===== config.mk =====
export PLATFORM = sky130hd
export DESIGN_NAME = hdmi_i2c_config_sequencer
export DESIGN_NICKNAME = d
export VERILOG_FILES = /design/src/rtl/hdmi_i2c_config_sequencer.sv
export SDC_FILE = /design/constraint.sdc
export NUM_CORES = 1
export LEC_CHECK = 0
export BUFFER_PORTS_ARGS = -buffer_cell sky130_fd_sc_hd__buf_2
export CAP_MARGIN = 10
export CELL_PAD_IN_SITES_DETAIL_PLACEMENT = 0
export CELL_PAD_IN_SITES_GLOBAL_PLACEMENT = 2
export CORE_MARGIN = 5
export CORE_UTILIZATION = 33
export CTS_CLUSTER_DIAMETER = 200
export DETAILED_ROUTE_END_ITERATION = 16
export PLACE_DENSITY_LB_ADDON = 0.1
export SYNTH_ARGS = -nofsm -noshare
export SYNTH_HDL_FRONTEND = slang
export SYNTH_SLANG_ARGS = --single-unit

===== constraint.sdc =====
create_clock -name clk -period 2.7 [get_ports clk]
set_input_delay 0.27 -clock clk [delete_from_list [all_inputs] [get_ports clk]]
set_output_delay 0.27 -clock clk [all_outputs]
set_load 0.01 [all_outputs]

===== src/rtl/hdmi_i2c_config_sequencer.sv =====
// HDMI transmitter configuration sequencer.
// Walks a fixed register table after power-up and issues one
// {slave, reg, data} word per I2C write. NACKed or timed-out writes are
// retried. Overall status is reported on cfg_busy/cfg_done/cfg_error.
// Optional macro CFG_HPD_REINIT_EN: a synchronized rising edge on hpd
// reruns the table from S_DONE/S_ERROR, like start_cfg.
module hdmi_i2c_config_sequencer #(
    parameter logic [7:0]  SLAVE_ADDR     = 8'h72,
    parameter int unsigned NUM_REGS       = 16,
    parameter int unsigned POWERUP_CYCLES = 1_000_000,
    parameter int unsigned GAP_CYCLES     = 500,
    parameter int unsigned TIMEOUT_CYCLES = 100_000,
    parameter int unsigned MAX_RETRY      = 3,
    parameter int unsigned CNT_W          = 24
) (
    input  logic        clk,
    input  logic        reset_n,
    input  logic        start_cfg,
    input  logic        hpd,
    input  logic        i2c_busy,
    input  logic        i2c_done,
    input  logic        i2c_nack,
    output logic        i2c_start,
    output logic [23:0] i2c_data,
    output logic        cfg_busy,
    output logic        cfg_done,
    output logic        cfg_error,
    output logic [4:0]  cfg_index
);

    localparam int unsigned IDX_W = 5;
    localparam int unsigned RTY_W = 8;

    typedef enum logic [2:0] {
        S_PWRUP,
        S_ISSUE,
        S_WAIT,
        S_GAP,
        S_DONE,
        S_ERROR
    } state_t;

    state_t             state_q, state_d;
    logic [CNT_W-1:0]   cnt_q, cnt_d, cnt_inc_c;
    logic [IDX_W-1:0]   idx_q, idx_d;
    logic [RTY_W-1:0]   rty_q, rty_d;
    logic               start_q, start_d;
    logic [23:0]        data_q, data_d;
    logic               busy_q, busy_d;
    logic               done_q, done_d;
    logic               err_q, err_d;
    logic [15:0]        entry_c;
    logic               restart_c;

    // Register table: {reg_addr, reg_data} per index; unused slots read zero.
    function automatic logic [15:0] table_entry(input logic [IDX_W-1:0] idx);
        case (idx)
            5'd0:    return 16'h4110;
            5'd1:    return 16'h9803;
            5'd2:    return 16'h9AE0;
            5'd3:    return 16'h9C30;
            5'd4:    return 16'h9D61;
            5'd5:    return 16'hA2A4;
            5'd6:    return 16'hA3A4;
            5'd7:    return 16'hE0D0;
            5'd8:    return 16'hF900;
            5'd9:    return 16'h1500;
            5'd10:   return 16'h1630;
            5'd11:   return 16'h1702;
            5'd12:   return 16'h1846;
            5'd13:   return 16'hAF04;
            5'd14:   return 16'h9620;
            5'd15:   return 16'h5500;
            default: return 16'h0000;
        endcase
    endfunction

    assign entry_c   = table_entry(idx_q);
    assign cnt_inc_c = (cnt_q == {CNT_W{1'b1}}) ? cnt_q : cnt_q + CNT_W'(1);

`ifdef CFG_HPD_REINIT_EN
    logic [2:0] hpd_q;
    logic       hpd_rise_c;

    // Two-flop synchronizer plus one delay flop for rising-edge detect.
    always_ff @(posedge clk) begin
        if (!reset_n) begin
            hpd_q <= 3'b000;
        end else begin
            hpd_q <= {hpd_q[1:0], hpd};
        end
    end

    assign hpd_rise_c = hpd_q[1] & ~hpd_q[2];
    assign restart_c  = start_cfg | hpd_rise_c;
`else
    logic unused_hpd;
    assign unused_hpd = hpd;
    assign restart_c  = start_cfg;
`endif

    // State and datapath registers.
    always_ff @(posedge clk) begin
        if (!reset_n) begin
            state_q <= S_PWRUP;
            cnt_q   <= '0;
            idx_q   <= '0;
            rty_q   <= '0;
            start_q <= 1'b0;
            data_q  <= '0;
            busy_q  <= 1'b1;
            done_q  <= 1'b0;
            err_q   <= 1'b0;
        end else begin
            state_q <= state_d;
            cnt_q   <= cnt_d;
            idx_q   <= idx_d;
            rty_q   <= rty_d;
            start_q <= start_d;
            data_q  <= data_d;
            busy_q  <= busy_d;
            done_q  <= done_d;
            err_q   <= err_d;
        end
    end

    // Next-state, counter, retry bookkeeping and registered output values.
    always_comb begin
        state_d = state_q;
        cnt_d   = cnt_inc_c;
        idx_d   = idx_q;
        rty_d   = rty_q;
        start_d = 1'b0;
        data_d  = data_q;

        case (state_q)
            S_PWRUP: begin
                if (cnt_q == CNT_W'(POWERUP_CYCLES - 1)) begin
                    state_d = S_ISSUE;
                    cnt_d   = '0;
                end
            end
            S_ISSUE: begin
                data_d = {SLAVE_ADDR, entry_c};
                if (!i2c_busy) begin
                    start_d = 1'b1;
                    state_d = S_WAIT;
                    cnt_d   = '0;
                end
            end
            S_WAIT: begin
                if (i2c_done && !i2c_nack) begin
                    rty_d = '0;
                    if (idx_q == IDX_W'(NUM_REGS - 1)) begin
                        state_d = S_DONE;
                    end else begin
                        idx_d   = idx_q + IDX_W'(1);
                        state_d = S_GAP;
                        cnt_d   = '0;
                    end
                end else if (i2c_done || (cnt_q == CNT_W'(TIMEOUT_CYCLES - 1))) begin
                    if (rty_q < RTY_W'(MAX_RETRY)) begin
                        rty_d   = rty_q + RTY_W'(1);
                        state_d = S_GAP;
                        cnt_d   = '0;
                    end else begin
                        state_d = S_ERROR;
                    end
                end
            end
            S_GAP: begin
                if (cnt_q == CNT_W'(GAP_CYCLES - 1)) begin
                    state_d = S_ISSUE;
                    cnt_d   = '0;
                end
            end
            S_DONE, S_ERROR: begin
                if (restart_c) begin
                    idx_d   = '0;
                    rty_d   = '0;
                    state_d = S_GAP;
                    cnt_d   = '0;
                end
            end
            default: begin
                state_d = S_PWRUP;
                cnt_d   = '0;
            end
        endcase

        busy_d = !((state_d == S_DONE) || (state_d == S_ERROR));
        done_d = (state_d == S_DONE);
        err_d  = (state_d == S_ERROR);
    end

    assign i2c_start = start_q;
    assign i2c_data  = data_q;
    assign cfg_busy  = busy_q;
    assign cfg_done  = done_q;
    assign cfg_error = err_q;
    assign cfg_index = idx_q;

endmodule


==> impl_metrics.env <==
export IMPL_grt_pass1_vias=2920
export IMPL_finalSetupViolations=0
export IMPL_drv_slew=0
export IMPL_synth_area_um2=3800
export IMPL_crit_chain="ha_2 > and3_1 > ha_1 > or3b_2 > nor2_2 > a22oi_2 > nand2b_4 > ha_2 > nand2b_1 > a21boi_0 > o22ai_1"
export IMPL_diodes=0
export IMPL_start_util=0.334
export IMPL_grt_overflow=0
export IMPL_regArea_um2=1500
export IMPL_yosysTopAreaCell="dfxtp_1"
export IMPL_hold_path_class="input port to register"
export IMPL_first_iter_violations=148
export IMPL_post_drt_via_cell_ratio=5.00
export IMPL_setup_worst_path_end_class="register"
export IMPL_fin_crit_sh=0.942
export IMPL_grt_total_usage=0.140
export IMPL_cap_violations=0
export IMPL_yosysUniqueCellTypes=68
export IMPL_dp_hpwl_um=6440
export IMPL_area_delta_synth_final_pct=18.3
export IMPL_fillCellCount=1185
export IMPL_ioPinCount=40
export IMPL_postSynthCellCount=428
export IMPL_max_slew_worst_pin_slew_ns=0.527
export IMPL_synthArstFlopShare=0
export IMPL_insertion_delay_ns=0.34
export IMPL_multi_input_area_um2=2100
export IMPL_antenna_left=0
export IMPL_path_clk_slew_ns=0.06
export IMPL_io_buffer_count=33
export IMPL_final_common_cell="dfxtp_1"
export IMPL_crit_slowest_cell="or3b_2"
export IMPL_dr_pass1_iters=4
export IMPL_pre_cts_ws_ns=0.0665
export IMPL_dieArea_um2=13800
export IMPL_wl_per_cell_um=14.5
export IMPL_crit_family="simple AND/OR/NAND/NOR gates"
export IMPL_hold_viol=0
export IMPL_power_leakage_nw=1.80
export IMPL_gp_congestion=0.784
export IMPL_clk_path_buf_depth=2
export IMPL_crit_required_ns=2.92
export IMPL_critPathMaxStageDelay_ns=0.50
export IMPL_postCtsSetupRepairBufs=0
export IMPL_synth_edf_count=0
export IMPL_vias=3077
export IMPL_crit_fanout=8
export IMPL_peakVddDrop_v=0.000308
export IMPL_status="completed"
export IMPL_crit_top_cell="ha_2"
export IMPL_cts_max_level=3
export IMPL_avgSynthCellArea_um2=8.88
export IMPL_rsz0062_at_grt="no"
export IMPL_drc=0
export IMPL_antenna_found_initial=0
export IMPL_drive_above_1_share=0.214
export IMPL_p_per_area_nw_per_um2=546
export IMPL_fin_tns_setup_ns=0
export IMPL_die_y_um=117
export IMPL_ys_seq_area_frac=0.395
export IMPL_p_total_mw=2.45
export IMPL_grt_max_degree=31
export IMPL_mostFrequentLayoutCells="dfxtp_1 (75), nor2_1 (60), buf_2 (33)"
export IMPL_critPathKind="register to register"
export IMPL_instances_no_fill=616
export IMPL_numCtsBuffers=9
export IMPL_ys_ff_latch=75
export IMPL_clock_fmax_mhz=393
export IMPL_cp_start_kind="register"
export IMPL_num_rows=39
export IMPL_cts_tree="built"
export IMPL_ys_top_cells_by_area="dfxtp_1 (40%), nor2_1 (6.1%), ha_1 (4.0%), xor2_1 (3.7%), a21oi_1 (3.6%)"
export IMPL_slew_headroom=0.649
export IMPL_grt_pass1_wl_um=14900
export IMPL_cp_num_buf_inv=0
export IMPL_drt_wl_total_um=8920
export IMPL_cts_sinks=75
export IMPL_setup_slack_ns=0.156
export IMPL_fin_skew_ns=0.00553
export IMPL_die_w_um=117
export IMPL_cts_root_buf="clkbuf_16"
export IMPL_final_nets=487
export IMPL_synth_ff_type="dfxtp_1"
export IMPL_fin_crit_ns=2.54
export IMPL_core_um2=11400
export IMPL_dp_cells=600
export IMPL_yosys_warnings=0
export IMPL_cp_data_arrival_time_ns=2.77
export IMPL_netlist_area_leader_share=0.395
layout make-up:
type	instances	share of cell area
clock inverter	6	0.0201
timing repair buffer	56	0.0780
sequential	75	0.334
inverter	11	0.00919
multi-input combinational	315	0.468
clock buffer	10	0.0510
tap	143	0.0398
what timing repair did:
action / 4_1_cts / 5_1_grt
endpoints found under the hold margin: 0 / 0
hold buffers: 0 / 0
setup endpoints to repair: 0 / 14
resized for setup: 0 / 10
Yosys cell counts, types with 2 or more instances:
cell type   n
nor3_1      8
nand2_1    19
nor2b_1     4
nor2_1     62
and3_1     10
nor3b_1    18
buf_6       5
dfxtp_1    75
xnor2_1     9
a21oi_1    27
nand3b_1    2
and4_1      3
o22ai_1     2
or4_1       2
o21ai_1     4
mux2i_1     5
a22oi_1     2
o22a_1      2
nand4_1    12
o21a_1      8
nor4_1      6
clkbuf_1    9
a31oi_1     5
nand2b_1    8
inv_1      11
o21ai_0     3
o31ai_1     2
buf_2       4
nand3_1    24
ha_1       12
xor2_1     16
buf_4      13
worst min-delay path: cells and delay by family:
kind                   cells  cell delay [ns]
AOI/OAI and AO/OA          1             0.09
buffers and inverters      1             0.15
and+or+nand+nor            1             0.11
path summary, 6_finish.rpt:
check / start / to / slack, ns / cells after the start
max: cfg_index[0] / register / 0.16 / 11
min: start_cfg / state_q[1] / 0.34 / 3
max reg2reg: cfg_index[0] / register / 0.16 / 11
min reg2reg: i2c_data[2] / i2c_data[2] / 0.48 / 2
power by group:
group	total, mW	switching (mW)	internal [mW]	leakage [nW]
Clock	1.28	0.472	0.810	0.153
Combinational	0.0578	0.0372	0.0206	1.04
Sequential	1.11	0.00385	1.11	0.605
Total	2.45	0.514	1.94	1.80
kinds of logic (layout without fill, tap and decap cells):
logic type	Yosys count	count (layout)	synth area share
buf+inv	42	83	0.0655
flops	75	75	0.395
compound gates	71	71	0.126
fa+ha+maj	12	12	0.0395
other cells	1	5	0.000987
mux	7	7	0.0221
simple gates	195	195	0.292
xor+xnor	25	25	0.0576
per-stage QoR:
step	hold slack [ns]	util	cell area [um2]
5_1_grt	0.386	0.395	4490
6_report	0.335	0.395	4490
2_1_floorplan	0.442	-	3830
4_1_cts	0.323	0.392	4460
3_3_place_gp	0.461	0.364	4140
3_5_place_dp	0.467	0.364	4140
metal layers:
metal / GRT usage / share of wire / up-vias
met1: 0.184 / 0.48 / 1424
met2: 0.215 / 0.46 / 54
met5: 0 / 0 / -
li1: - / - / 1586
met4: 0.0696 / 0.020 / 0
met3: 0.0303 / 0.043 / 13
Note: power is estimated with default switching activity, not from simulation.
